### config.mk
export PLATFORM = sky130hd
export DESIGN_NAME = tcp_rx_ctrl
export DESIGN_NICKNAME = d
export VERILOG_FILES = /design/src/rtl/tcp_rx_ctrl.sv
export SDC_FILE = /design/constraint.sdc
export NUM_CORES = 1
export LEC_CHECK = 0
export CAP_MARGIN = 40
export CORE_AREA = 2 2 191 193
export DETAILED_ROUTE_END_ITERATION = 8
export DIE_AREA = 0 0 193 195
export GPL_TIMING_DRIVEN = 0
export PLACE_DENSITY_LB_ADDON = 0.3
export SYNTH_ARGS = -nofsm -noshare
export SYNTH_HDL_FRONTEND = slang
export SYNTH_SLANG_ARGS = --single-unit
export TNS_END_PERCENT = 5
### constraint.sdc
create_clock -name clk -period 7.3 [get_ports clk]
set_input_delay 1.825 -clock clk [delete_from_list [all_inputs] [get_ports clk]]
set_output_delay 1.825 -clock clk [all_outputs]
set_load 0.01 [all_outputs]
### src/rtl/tcp_rx_ctrl.sv
// Receive-side TCP control engine: reads per-flow state for one inbound header,
// decides in-order acceptance and ACK advancement, emits payload, writes back, requests an ACK.
module tcp_rx_ctrl #(
    parameter int unsigned FLOWID_W = 8,
    parameter int unsigned SEQ_W    = 32,
    parameter int unsigned LEN_W    = 16
) (
    input  logic                clk,
    input  logic                rst,

    input  logic                rx_hdr_val,
    output logic                rx_hdr_rdy,
    input  logic [FLOWID_W-1:0] rx_hdr_flowid,
    input  logic [SEQ_W-1:0]    rx_hdr_seq,
    input  logic [SEQ_W-1:0]    rx_hdr_ack,
    input  logic                rx_hdr_ack_flag,
    input  logic [LEN_W-1:0]    rx_hdr_len,

    output logic                state_rd_req_val,
    input  logic                state_rd_req_rdy,
    output logic [FLOWID_W-1:0] state_rd_req_flowid,

    input  logic                state_rd_resp_val,
    output logic                state_rd_resp_rdy,
    input  logic [SEQ_W-1:0]    state_rd_resp_rcv_nxt,
    input  logic [SEQ_W-1:0]    state_rd_resp_snd_una,

    output logic                state_wr_req_val,
    input  logic                state_wr_req_rdy,
    output logic [FLOWID_W-1:0] state_wr_req_flowid,
    output logic [SEQ_W-1:0]    state_wr_req_rcv_nxt,
    output logic [SEQ_W-1:0]    state_wr_req_snd_una,

    output logic                rx_payload_val,
    input  logic                rx_payload_rdy,
    output logic [FLOWID_W-1:0] rx_payload_flowid,
    output logic [SEQ_W-1:0]    rx_payload_seq,
    output logic [LEN_W-1:0]    rx_payload_len,

    output logic                sched_ack_req_val,
    input  logic                sched_ack_req_rdy,
    output logic [FLOWID_W-1:0] sched_ack_req_flowid
);

    typedef enum logic [2:0] {
        IDLE,
        RD_REQ,
        WAIT_RESP,
        CALC,
        PAYLOAD_OUT,
        WRITEBACK,
        SCHED_NOTIFY
    } state_t;

    state_t state, state_nxt;

    logic [FLOWID_W-1:0] flowid_q;
    logic [SEQ_W-1:0]    seq_q;
    logic [SEQ_W-1:0]    ack_q;
    logic                ack_flag_q;
    logic [LEN_W-1:0]    len_q;
    logic [SEQ_W-1:0]    rcv_nxt_q;
    logic [SEQ_W-1:0]    snd_una_q;
    logic [SEQ_W-1:0]    new_rcv_nxt_q;
    logic [SEQ_W-1:0]    new_snd_una_q;

    logic                accept;
    logic                adv;
    logic [SEQ_W-1:0]    diff;
    logic [SEQ_W-1:0]    calc_rcv_nxt;
    logic [SEQ_W-1:0]    calc_snd_una;

    // Acceptance and ACK advance; a diff with MSB set (incl. exactly half range) is stale.
    always_comb begin
        accept       = (seq_q == rcv_nxt_q) && (len_q != '0);
        diff         = ack_q - snd_una_q;
        adv          = ack_flag_q && (diff != '0) && !diff[SEQ_W-1];
        calc_rcv_nxt = accept ? rcv_nxt_q + SEQ_W'(len_q) : rcv_nxt_q;
        calc_snd_una = adv ? ack_q : snd_una_q;
    end

    always_ff @(posedge clk or posedge rst) begin
        if (rst) begin
            state <= IDLE;
        end else begin
            state <= state_nxt;
        end
    end

    always_comb begin
        state_nxt         = state;
        rx_hdr_rdy        = 1'b0;
        state_rd_req_val  = 1'b0;
        state_rd_resp_rdy = 1'b0;
        rx_payload_val    = 1'b0;
        state_wr_req_val  = 1'b0;
        sched_ack_req_val = 1'b0;
        case (state)
            IDLE: begin
                rx_hdr_rdy = !rst;
                if (rx_hdr_val) state_nxt = RD_REQ;
            end
            RD_REQ: begin
                state_rd_req_val = 1'b1;
                if (state_rd_req_rdy) state_nxt = WAIT_RESP;
            end
            WAIT_RESP: begin
                state_rd_resp_rdy = 1'b1;
                if (state_rd_resp_val) state_nxt = CALC;
            end
            CALC: begin
                state_nxt = accept ? PAYLOAD_OUT : WRITEBACK;
            end
            PAYLOAD_OUT: begin
                rx_payload_val = 1'b1;
                if (rx_payload_rdy) state_nxt = WRITEBACK;
            end
            WRITEBACK: begin
                state_wr_req_val = 1'b1;
                if (state_wr_req_rdy) state_nxt = (len_q != '0) ? SCHED_NOTIFY : IDLE;
            end
            SCHED_NOTIFY: begin
                sched_ack_req_val = 1'b1;
                if (sched_ack_req_rdy) state_nxt = IDLE;
            end
            default: state_nxt = IDLE;
        endcase
    end

    // Segment context captured at each handshake; held stable for the output phases.
    always_ff @(posedge clk or posedge rst) begin
        if (rst) begin
            flowid_q      <= '0;
            seq_q         <= '0;
            ack_q         <= '0;
            ack_flag_q    <= 1'b0;
            len_q         <= '0;
            rcv_nxt_q     <= '0;
            snd_una_q     <= '0;
            new_rcv_nxt_q <= '0;
            new_snd_una_q <= '0;
        end else begin
            if (state == IDLE && rx_hdr_val) begin
                flowid_q   <= rx_hdr_flowid;
                seq_q      <= rx_hdr_seq;
                ack_q      <= rx_hdr_ack;
                ack_flag_q <= rx_hdr_ack_flag;
                len_q      <= rx_hdr_len;
            end
            if (state == WAIT_RESP && state_rd_resp_val) begin
                rcv_nxt_q <= state_rd_resp_rcv_nxt;
                snd_una_q <= state_rd_resp_snd_una;
            end
            if (state == CALC) begin
                new_rcv_nxt_q <= calc_rcv_nxt;
                new_snd_una_q <= calc_snd_una;
            end
        end
    end

    assign state_rd_req_flowid  = flowid_q;
    assign state_wr_req_flowid  = flowid_q;
    assign state_wr_req_rcv_nxt = new_rcv_nxt_q;
    assign state_wr_req_snd_una = new_snd_una_q;
    assign rx_payload_flowid    = flowid_q;
    assign rx_payload_seq       = seq_q;
    assign rx_payload_len       = len_q;
    assign sched_ack_req_flowid = flowid_q;

endmodule

==> run summary <==
The capture point of the worst reg-to-reg path is state_wr_req_snd_una[26]$_DFFE_PP0N_. The kind of cell with the highest combined delay along the critical path is simple AND/OR/NAND/NOR gates. The run gives 10579 as the via count of the first global-routing pass. Counting along the longest clock path gives a buffer depth of 3.

The clock latency reported for the late side of the worst-skew pair is 0.54 ns, and the number of enable flip-flop cells after synthesis is 0. The final layout contains 1772 nets. The kind of capture point of the worst setup path was a flip-flop. From synthesis to final layout, the design area changed by 38.40%. In this run the post-CTS setup repair buffer count came out at 0. The buffer cell driving the clock tree root is clkbuf_16.

Yosys attributes the largest share of cell area to dfrtp_1 (45%), mux2_2 (11%), ha_1 (4.8%). Horizontal die dimension: 193 um. Cell with the most instances after synthesis: dfrtp_1.

The fraction of the cycle the final worst path needs is 0.6880. In this run the worst path has a maximum fanout of 10. The tools report the number of buffers added by the clock tree synthesis step as 26. In this run the standard cell core region covers 0.03540 sq mm. The die covers 0.03764 sq mm. The prevailing post-synth register cell is dfrtp_1. The wire length of the first global-routing pass was 60350 um. After detailed routing, the average wire length per cell comes to 19.36 um. Buffers inserted to repair hold after CTS numbered 0. For the overflow left after global routing, the log shows 0. For the final number of max-transition violations, the log shows 0. The logs give 1 for the number of H-tree levels and 0.2425 mV for the maximum vdd drop. The flow ran to the end, and the final reports show no timing, DRC or antenna violations. Dividing the detail-routed via count by the number of cells gives 5.117. The number of antenna violations at the first check in global routing is 2, and the clock transition at the registers of the reported paths is 0.06 ns. The post-detailed-routing wire length was 39540 um; the number of DRC markers in iteration 0 was 519. The logs give 10449 for the total number of vias and 0.4796 for the utilization after layout. The number of remaining DRC errors is 0, and the buffer and inverter count on the worst path is 2. STA classifies the critical path startpoint as a flip-flop. Number of buffers added on ports: 310.

The remaining antenna violation count is 0, and the area fraction of the dominant cell type after synthesis is 0.4488. The logs give 0.4488 for the sequential share of the synthesized area and 7.71 ns for the data required time of the critical path. Number of register bits inferred by synthesis: 220.

The synthesized netlist contains 67 unique library cells. dfrtp_1 takes more of the synthesized area than any other cell. Setup repair after global routing left no endpoint under its margin. The number of diodes added for antenna fixing is 0. The share of cells above drive strength 1 came out at 0.1373.

Fill cells in the final layout number 3396. The upper clock frequency limit is 199.1 MHz. Classification of the worst-slack hold path: reg2reg.

The synthesized netlist cell count is 1213, and the vertical die dimension is 195 um. Across the run, the number of max-cap violations was 0. CTS saw 220 sinks. Starting utilization of the core area: 0.3465.

The number of warnings issued by yosys came out at 0. The worst setup path is of the reg2reg kind. After routing the design area is 0.01698 sq mm.

The tools report the number of placed instances with taps included as 1995. 311 I/O pins were placed. Setup violations remaining at the end of the flow were counted as 0. After routing, the total negative slack on setup checks comes to 0 ns. TritonCTS built the clock tree. The stage delay of the slowest cell on the critical path is 0.56 ns, and the post-synthesis instance area is 0.01227 sq mm. Counting stages on the worst path, the most repeated cell is or4_1.

The footprint of the multi-input gates is 0.006116 sq mm. The first detailed-routing pass took 5 iterations. The placed standard-cell area came out at 0.01611 sq mm. Walking the worst path, the cells encountered are inv_1 -> ha_1 -> fa_1 -> xor2_1 -> o221ai_1 -> or4_1 -> a2111oi_2 -> nand4_1 -> or4_1 -> or4_1 -> or4_4 -> o311ai_4 -> buf_8 -> mux2i_1 -> a21oi_1. The logs give 0.8697 for the placer's final routability congestion estimate and 0.3984 for the worst slew margin relative to its limit. The worst hold path begins at state_wr_req_rcv_nxt[1]$_DFFE_PP0N_. The commonest cells after synthesis are dfrtp_1 (220), mux2_2 (119), nand2_1 (118), o21ai_0 (95), a21oi_1 (77). For the pin with the worst max-slew slack, the measured transition is 0.9023 ns. The endpoint of the worst hold path was state_wr_req_rcv_nxt[1]$_DFFE_PP0N_. For the worst setup path, the data arrival time is 5.43 ns.

The worst hold path depth came out at 2. Once detailed placement completed, the half-perimeter wirelength came to 30750 um. The run gives 1423 as the post-synth net total.

The share of synthesized registers carrying an async set or reset came out at 1.000. On the critical path, the stage with the largest delay is an instance of or4_1. For this run, the number of standard cells in the final layout without fillers is 2042. Dividing total power by cell area gives a power density of 545.8 mW/mm^2. The average instance area after synthesis came out at 10.11 sq um.

The hold violation count in the final report was 0; the count of cells resized by post-cts repair was 0. The tools report the pin count of the biggest net entering global routing as 40. Across the whole layout, storage elements account for 0.005505 sq mm. The global routing usage summed across all routing layers was 0.2067. The clock tree skew after final layout came out at 0.01036 ns. The tools report the launch instance of the worst register-to-register path as ack_q[0]$_DFFE_PP0P_.

Counting cells, the worst reg-to-reg path comes to 15. Setup slack on the worst reg-to-reg path comes out at 2.28 ns. The analysis attributes to cell leakage a power of 7.166 nW. The tools report the row count as 69. After layout, the minimum clock period comes to 5.022 ns.
## registers in the layout, indices dropped and copies added, names as in the netlist
name,flops
snd_una_q,32
state_wr_req_snd_una,32
ack_q,32
rcv_nxt_q,32
state_wr_req_rcv_nxt,32
rx_payload_len,16
state,3
rx_payload_seq,32
rx_payload_flowid,8
ack_flag_q,1
## layout make-up
class	instances	share of cell area
Timing Repair Buffer	321	0.1921
Inverter	57	0.01283
Multi-Input combinational cell	855	0.3603
Tap cell	461	0.03398
Sequential cell	220	0.3243
Clock inverter	14	0.009508
Buffer	81	0.02536
Clock buffer	33	0.04165
## power by group
part | switching, mW | leakage (nW) | total, mW | internal [mW]
Sequential | 0.579 | 2.64 | 2.41 | 1.83
Combinational | 2.84 | 4.10 | 5.52 | 2.68
Clock | 0.538 | 0.428 | 1.33 | 0.790
## worst register-to-register path, cell delays in order (launching register included)
cell and delay [ns]:
dfrtp_1 0.34, inv_1 0.07, ha_1 0.22, fa_1 0.39, xor2_1 0.30, o221ai_1 0.20, or4_1 0.56, a2111oi_2 0.23
nand4_1 0.12, or4_1 0.40, or4_1 0.52, or4_4 0.46, o311ai_4 0.47, buf_8 0.23, mux2i_1 0.27, a21oi_1 0.10
## how the worst max path moves through the flow
stage	from	endpoint	slack (ns)	cells after the start
after global routing	ack_q[0]$_DFFE_PP0P_	state_wr_req_snd_una[1]$_DFFE_PP0N_	2.10	15
after detailed placement	ack_q[0]$_DFFE_PP0P_	state_wr_req_snd_una[1]$_DFFE_PP0N_	2.27	15
final	ack_q[0]$_DFFE_PP0P_	state_wr_req_snd_una[26]$_DFFE_PP0N_	2.28	15
after CTS	ack_q[0]$_DFFE_PP0P_	state_wr_req_snd_una[26]$_DFFE_PP0N_	2.28	15
after floorplan	rst	ack_flag_q$_DFFE_PP0P_	2.61	1
after global placement	rst	ack_q[13]$_DFFE_PP0P_	0.72	2
## routing by layer
| metal | vias up | track usage | routed length, um |
|---|---|---|---|
| li1 | 4950 | - | - |
| met2 | 281 | 0.3489 | 19090 |
| met3 | 57 | 0.03828 | 2557 |
| met5 | - | 0 | 28 |
| met4 | 4 | 0.05331 | 1026 |
| met1 | 5157 | 0.2719 | 16840 |
## logic make-up (layout without fill, tap and decap cells)
family                   after synthesis  in the layout  synth area share
XOR/XNOR                              72             72           0.05141
buffers and inverters                138            506           0.05253
flip-flops                           220            220            0.4488
multiplexers                         170            170            0.1509
AO/OA/AOI/OAI                        255            255            0.1250
AND/OR/NAND/NOR                      309            309            0.1202
adder cells (fa/ha/maj)               49             49           0.05121
## placed cells by master, fill, tap and decap left out, types with 5 or more instances in the layout
master and instances:
clkbuf_1 55, nand4_1 15, clkbuf_16 26, buf_12 6, nand2_1 118, o21ai_0 95
o211ai_1 6, nor2_1 66, clkinv_2 8, clkdlybuf4s50_1 310, xnor2_1 51, ha_1 47
inv_1 55, mux2_2 119, nand2b_1 9, or4_1 7, xor2_1 21, dfrtp_1 220
a21o_1 17, and2_1 5, o21a_1 8, nor3_1 8, buf_2 5, or3_1 6
nor2b_1 6, a211oi_1 6, and3_1 13, a21oi_1 77, nor4_1 11, mux2i_1 51
buf_4 24, a31oi_1 10, o2111ai_1 5, nand3_1 24
## through the flow
stage	worst slack, ns	hold WS [ns]	power (mW)
after floorplan	2.607	0.5070	5.844
after global placement	0.7155	0.4531	7.815
after detailed placement	2.275	0.4620	7.909
after CTS	2.277	0.4713	9.309
after global routing	2.096	0.4898	9.969
final	2.278	0.4649	9.265
Note: power is estimated with default switching activity, not from simulation.
